==> src/rtl/oserdes_stream_ser.sv <==
// oserdes_stream_ser: parallel word stream to single-bit serial output with an
// aligned tristate enable. One clock domain; the bit rate equals CLK.
//
// Handshake: a word transfers on a rising CLK edge where tvalid && tready.
// tready depends only on registered state (and RST), never on tvalid. The
// source may raise or drop tvalid at any time. tdata is sampled only on the
// transfer edge.
//
// The three-state FSM (IDLE/DATA/HOLD) is visible on state_dbg.
module oserdes_stream_ser #(
  parameter int   DATA_WIDTH = 8,     // 2..32
  parameter bit   MSB_FIRST  = 1'b0,  // 0: tdata[0] first, 1: tdata[DATA_WIDTH-1] first
  parameter logic IDLE_VALUE = 1'b0,  // OQ level when no data bit is on the line
  parameter int   T_HOLD     = 0      // 0..15 driven idle bit-times after a burst
) (
  input  logic                  CLK,
  input  logic                  RST,
  input  logic [DATA_WIDTH-1:0] tdata,
  input  logic                  tvalid,
  output logic                  tready,
  output logic                  OQ,
  output logic                  T_OUT,
  output logic                  busy,
  output logic [1:0]            state_dbg
);

  localparam int CNT_W = (DATA_WIDTH > 1) ? $clog2(DATA_WIDTH) : 1;
  localparam logic [CNT_W-1:0] CNT_LAST  = CNT_W'(DATA_WIDTH - 1);
  localparam logic [3:0]       HOLD_INIT = (T_HOLD > 0) ? 4'(T_HOLD - 1) : 4'd0;

  localparam logic [1:0] ST_IDLE = 2'b00;
  localparam logic [1:0] ST_DATA = 2'b01;
  localparam logic [1:0] ST_HOLD = 2'b10;

  logic [1:0]            state;
  logic [DATA_WIDTH-1:0] sr;        // bits still to be sent, next bit at the exit end
  logic [CNT_W-1:0]      cnt;       // index of the bit currently on OQ
  logic [3:0]            hold_cnt;  // remaining hold cycles after the current one

  logic                  last_bit;
  logic                  accept;
  logic                  first_bit;
  logic                  next_bit;
  logic [DATA_WIDTH-1:0] sr_load;
  logic [DATA_WIDTH-1:0] sr_shift;

  // Handshake and bit-order selection, all from registered state.
  always_comb begin
    last_bit = (state == ST_DATA) && (cnt == CNT_LAST);
    tready   = !RST && ((state == ST_IDLE) || (state == ST_HOLD) || last_bit);
    accept   = tvalid && tready;
    if (MSB_FIRST) begin
      // The first bit goes straight to OQ, so sr keeps the word pre-shifted.
      first_bit = tdata[DATA_WIDTH-1];
      sr_load   = tdata << 1;
      next_bit  = sr[DATA_WIDTH-1];
      sr_shift  = sr << 1;
    end else begin
      first_bit = tdata[0];
      sr_load   = tdata >> 1;
      next_bit  = sr[0];
      sr_shift  = sr >> 1;
    end
  end

  // FSM, datapath and registered pin outputs.
  always_ff @(posedge CLK) begin
    if (RST) begin
      state    <= ST_IDLE;
      sr       <= '0;
      cnt      <= '0;
      hold_cnt <= '0;
      OQ       <= IDLE_VALUE;
      T_OUT    <= 1'b1;
    end else if (accept) begin
      // Accept wins in every state: this is what makes back-to-back words
      // seamless and lets a new word cut a hold window short.
      state    <= ST_DATA;
      sr       <= sr_load;
      cnt      <= '0;
      hold_cnt <= '0;
      OQ       <= first_bit;
      T_OUT    <= 1'b0;
    end else begin
      case (state)
        ST_DATA: begin
          if (last_bit) begin
            cnt <= '0;
            OQ  <= IDLE_VALUE;
            if (T_HOLD > 0) begin
              state    <= ST_HOLD;
              hold_cnt <= HOLD_INIT;
              T_OUT    <= 1'b0;
            end else begin
              state <= ST_IDLE;
              T_OUT <= 1'b1;
            end
          end else begin
            OQ  <= next_bit;
            sr  <= sr_shift;
            cnt <= cnt + 1'b1;
          end
        end
        ST_HOLD: begin
          OQ <= IDLE_VALUE;
          if (hold_cnt == 4'd0) begin
            state <= ST_IDLE;
            T_OUT <= 1'b1;
          end else begin
            hold_cnt <= hold_cnt - 4'd1;
            T_OUT    <= 1'b0;
          end
        end
        default: begin
          state <= ST_IDLE;
          OQ    <= IDLE_VALUE;
          T_OUT <= 1'b1;
        end
      endcase
    end
  end

  // Status outputs decoded from the FSM.
  always_comb begin
    busy      = (state == ST_DATA) || (state == ST_HOLD);
    state_dbg = state;
  end

endmodule

==> config.mk <==
export PLATFORM = sky130hd
export DESIGN_NAME = oserdes_stream_ser
export DESIGN_NICKNAME = d
export VERILOG_FILES = /design/src/rtl/oserdes_stream_ser.sv
export SDC_FILE = /design/constraint.sdc
export NUM_CORES = 1
export LEC_CHECK = 0
export CAP_MARGIN = 20
export CORE_UTILIZATION = 49
export DETAILED_ROUTE_END_ITERATION = 6
export PLACE_DENSITY = 0.84
export SLEW_MARGIN = 5
export SYNTH_ARGS = -nofsm -noshare
export SYNTH_HDL_FRONTEND = slang
export SYNTH_SLANG_ARGS = --single-unit
==> constraint.sdc <==
create_clock -name CLK -period 2 [get_ports CLK]
set_input_delay 0.4 -clock CLK [delete_from_list [all_inputs] [get_ports CLK]]
set_output_delay 0.4 -clock CLK [all_outputs]
set_load 0.02 [all_outputs]
==> out/metrics.csv, run 1 <==
stage,metric,value,unit
die,Die ar.,1490,um^2
power_and_ir_drop,Tot Pwr,0.554,mW
die,Cell Rows,12,
timing,final period utilization,89.9,%
die,die height,38.5,um
power_and_ir_drop,power per cell area,683,nW/um^2
layout,share of post-route cells with drive strength above 1,20.5,%
die,Core Box Area,1170,um^2
synth,Post-synth EDFFs,0,
synth,Synth top cells by count,"dfxtp_1, nor2_1, mux2i_1",
worst_setup_path,Setup crit end kind,output pin,
synth,sequential share of the synthesized area,39.8,%
synth,Synth Flop Type,dfxtp_1,
status,status,"finished, final reports clean",
worst_setup_path,Critical Path RT,1.60,ns
route,drt wl/cell,10.6,um
place,Placer Congestion,0.719,
route,vias per inst,5.05,
clocking,H-tree depth,1,
worst_setup_path,Crit Path Class,flip-flop to output pin,
route,Post-Route WL,1030,um
clocking,CTS tree,yes,
synth,most frequent cell after synthesis,dfxtp_1,
layout,area delta synth->final,24.1,%
synth,yosys warns,0,
die,Top Ports,17,
route,DR pass1 iterations,4,
place,Area after DPL,791,um^2
synth,Synth area leaders,"dfxtp_1, mux2i_1, a211oi_2",
die,Initial Util,55.9,%
global_route,largest net degree at the start of global routing,15,
timing,Final setup viols,0,
place,PortBufs,15,
layout,final net count,97,
power_and_ir_drop,P_leak,0.338,nW
synth,Yosys top cell area share,39.8,%
timing,Clock Skews,0.00204,ns
timing,RSZ-0062 raised after global routing,false,
timing,Final Hold Vio Count,0,
timing,fin. max-slew vios,0,
timing,Fin Setup TNS,0,ns
worst_setup_path,CP arrival,1.40,ns
timing,Fmax,556,MHz
route,vias,490,
layout,ANT cells,0,
layout,Final Cell Area,812,um^2
clocking,"CTS clk-pin slew, worst paths",0.08,ns
global_route,vias in the first global route,380,
worst_setup_path,CP max stage cell,dfxtp_1,
place,hpwl dp,709,um
worst_setup_path,"Critical Path, Cell by Cell","ha_1, ha_1, and2b_1, nor2_1, clkbuf_2",
synth,post-synth net total,79,
synth,asr flop ratio synth,0,%
clocking,clock sink total,13,
place,pre-CTS setup slack,0.0656,ns
global_route,GRT overflow,0,
route,ANT nets after route,0,
route,DRT iter0 DRCs,10,
layout,post-layout util,69.3,%
clocking,CTS Root Cell,clkbuf_4,
worst_setup_path,Critical Path Max Stage Delay,0.35,ns
synth,Syn Area/Cell,9.91,um^2
global_route,total global-route track usage,16.2,%
global_route,initial antenna violation count,0,
synth,Post-Syn Instances,66,
min_path,worst hold path class,flip-flop to flip-flop,
die,Die Span X,38.5,um
synth,"FF+latch count, synth",13,
synth,Unique masters post-synth,24,
job,maxcap violations,0,
clocking,CTS Hold Bufs,0,
clocking,CTS max path bufs,2,
timing,fin worst setup slack,0.202,ns
global_route,global-route wire length before repair,1610,um
clocking,CTS buffer count,3,
timing,minimum clock period,1.80,ns
synth,dominant cell type by area after synthesis,dfxtp_1,
worst_setup_path,Worst path most repeated cell,ha_1,
worst_setup_path,peak fanout along the critical path,3,
worst_setup_path,Worst Setup Start Kind,flip-flop,
power_and_ir_drop,Peak VDD IR,504,uV
route,DR DRC count,0,
clocking,Skew-Pair Late Insertion Delay,0.27,ns
synth,cell area after synthesis,654,um^2
==> through the flow <==
step | std cells | hold slack, ns
global route | 97 | 0.489
detailed placement | 93 | 0.445
CTS | 97 | 0.452
finish | 97 | 0.454
global placement | 93 | 0.447
floorplan | 66 | 0.431
==> area by class of cell <==
cell class	count	area, um^2
clock buffer	4	26.3
fill	90	359
inverter	1	3.75
multi-input combinational	45	322
sequential	13	260
tap	14	17.5
timing repair buffer	20	183
==> registers in the layout, indices dropped and copies added (netlist names) <==
name	flops
cnt	3
sr	7
T_OUT	1
OQ	1
state_dbg	1
==> where the power goes <==
group          leakage (nW)  internal, mW  switching [mW]  total [mW]
Sequential            0.107         0.276         0.00884       0.285
Combinational         0.216        0.0571          0.0518       0.109
Clock                0.0150        0.0771          0.0832       0.160
==> cells by family (layout without fill, tap and decap cells) <==
logic type / count (synthesis) / count (layout) / share of synthesized area (%)
and+or+nand+nor: 24 / 24 / 19.7
DFF: 13 / 13 / 39.8
AOI/OAI and AO/OA: 11 / 11 / 14.3
buffers and inverters: 8 / 25 / 11.1
muxes: 7 / 7 / 10.7
adders and majority gates: 2 / 2 / 3.82
other: 1 / 1 / 0.573
==> per-layer routing <==
layer	vias up	track usage, %	part of all wire [%]
li1	258	-	-
met1	210	23.0	47
met2	20	21.7	44
met3	2	5.23	7.8
met4	0	7.76	1.1
met5	-	0	0
==> path summary, 6_finish.rpt <==
kind | from | endpoint | slack, ns | depth (start not counted)
setup reg to reg | cnt[0]$_SDFFE_PP0P_ | sr[5]$_SDFFE_PP0P_ | 0.60 | 5
setup / recovery | cnt[0]$_SDFFE_PP0P_ | tready | 0.20 | 5
hold reg to reg | sr[0]$_SDFFE_PP0P_ | OQ$_SDFF_PP0_ | 0.45 | 2
hold / removal | sr[0]$_SDFFE_PP0P_ | OQ$_SDFF_PP0_ | 0.45 | 2
==> worst max-delay path, delay by kind of cell (launching register included) <==
kind          cells  cell delay (ns)
fa+ha+maj         2             0.33
buf+inv           1             0.18
flops             1             0.35
simple gates      2             0.27
==> cell usage in the layout (no fill, tap or decap), types with 2 or more instances in the layout <==
| cell | count |
|---|---|
| nand2_1 | 4 |
| clkdlybuf4s50_1 | 14 |
| buf_4 | 5 |
| ha_1 | 2 |
| a21oi_1 | 2 |
| dfxtp_1 | 13 |
| nor2_1 | 10 |
| nor2_2 | 3 |
| a211oi_2 | 3 |
| mux2i_1 | 7 |
| nor3b_1 | 2 |
| a211oi_1 | 3 |
| clkbuf_4 | 3 |
==> repair_timing <==
item                       CTS  global route
setup endpoints to repair    1             1
hold endpoints to repair     0             0
gates resized for setup      1             2
cloned                       0             0
setup buffers                0             0
Power figures use the tool's default switching activity.
==> run 2: changes to the inputs <==
--- a/config.mk
+++ b/config.mk
@@ -8,8 +8,8 @@
 export CAP_MARGIN = 20
 export CORE_UTILIZATION = 49
 export DETAILED_ROUTE_END_ITERATION = 6
+export HOLD_SLACK_MARGIN = 0.03
 export PLACE_DENSITY = 0.84
-export SLEW_MARGIN = 5
 export SYNTH_ARGS = -nofsm -noshare
 export SYNTH_HDL_FRONTEND = slang
 export SYNTH_SLANG_ARGS = --single-unit
==> results of run 2 <==
Final layout, timing and power as in run 1 (identical DEF).
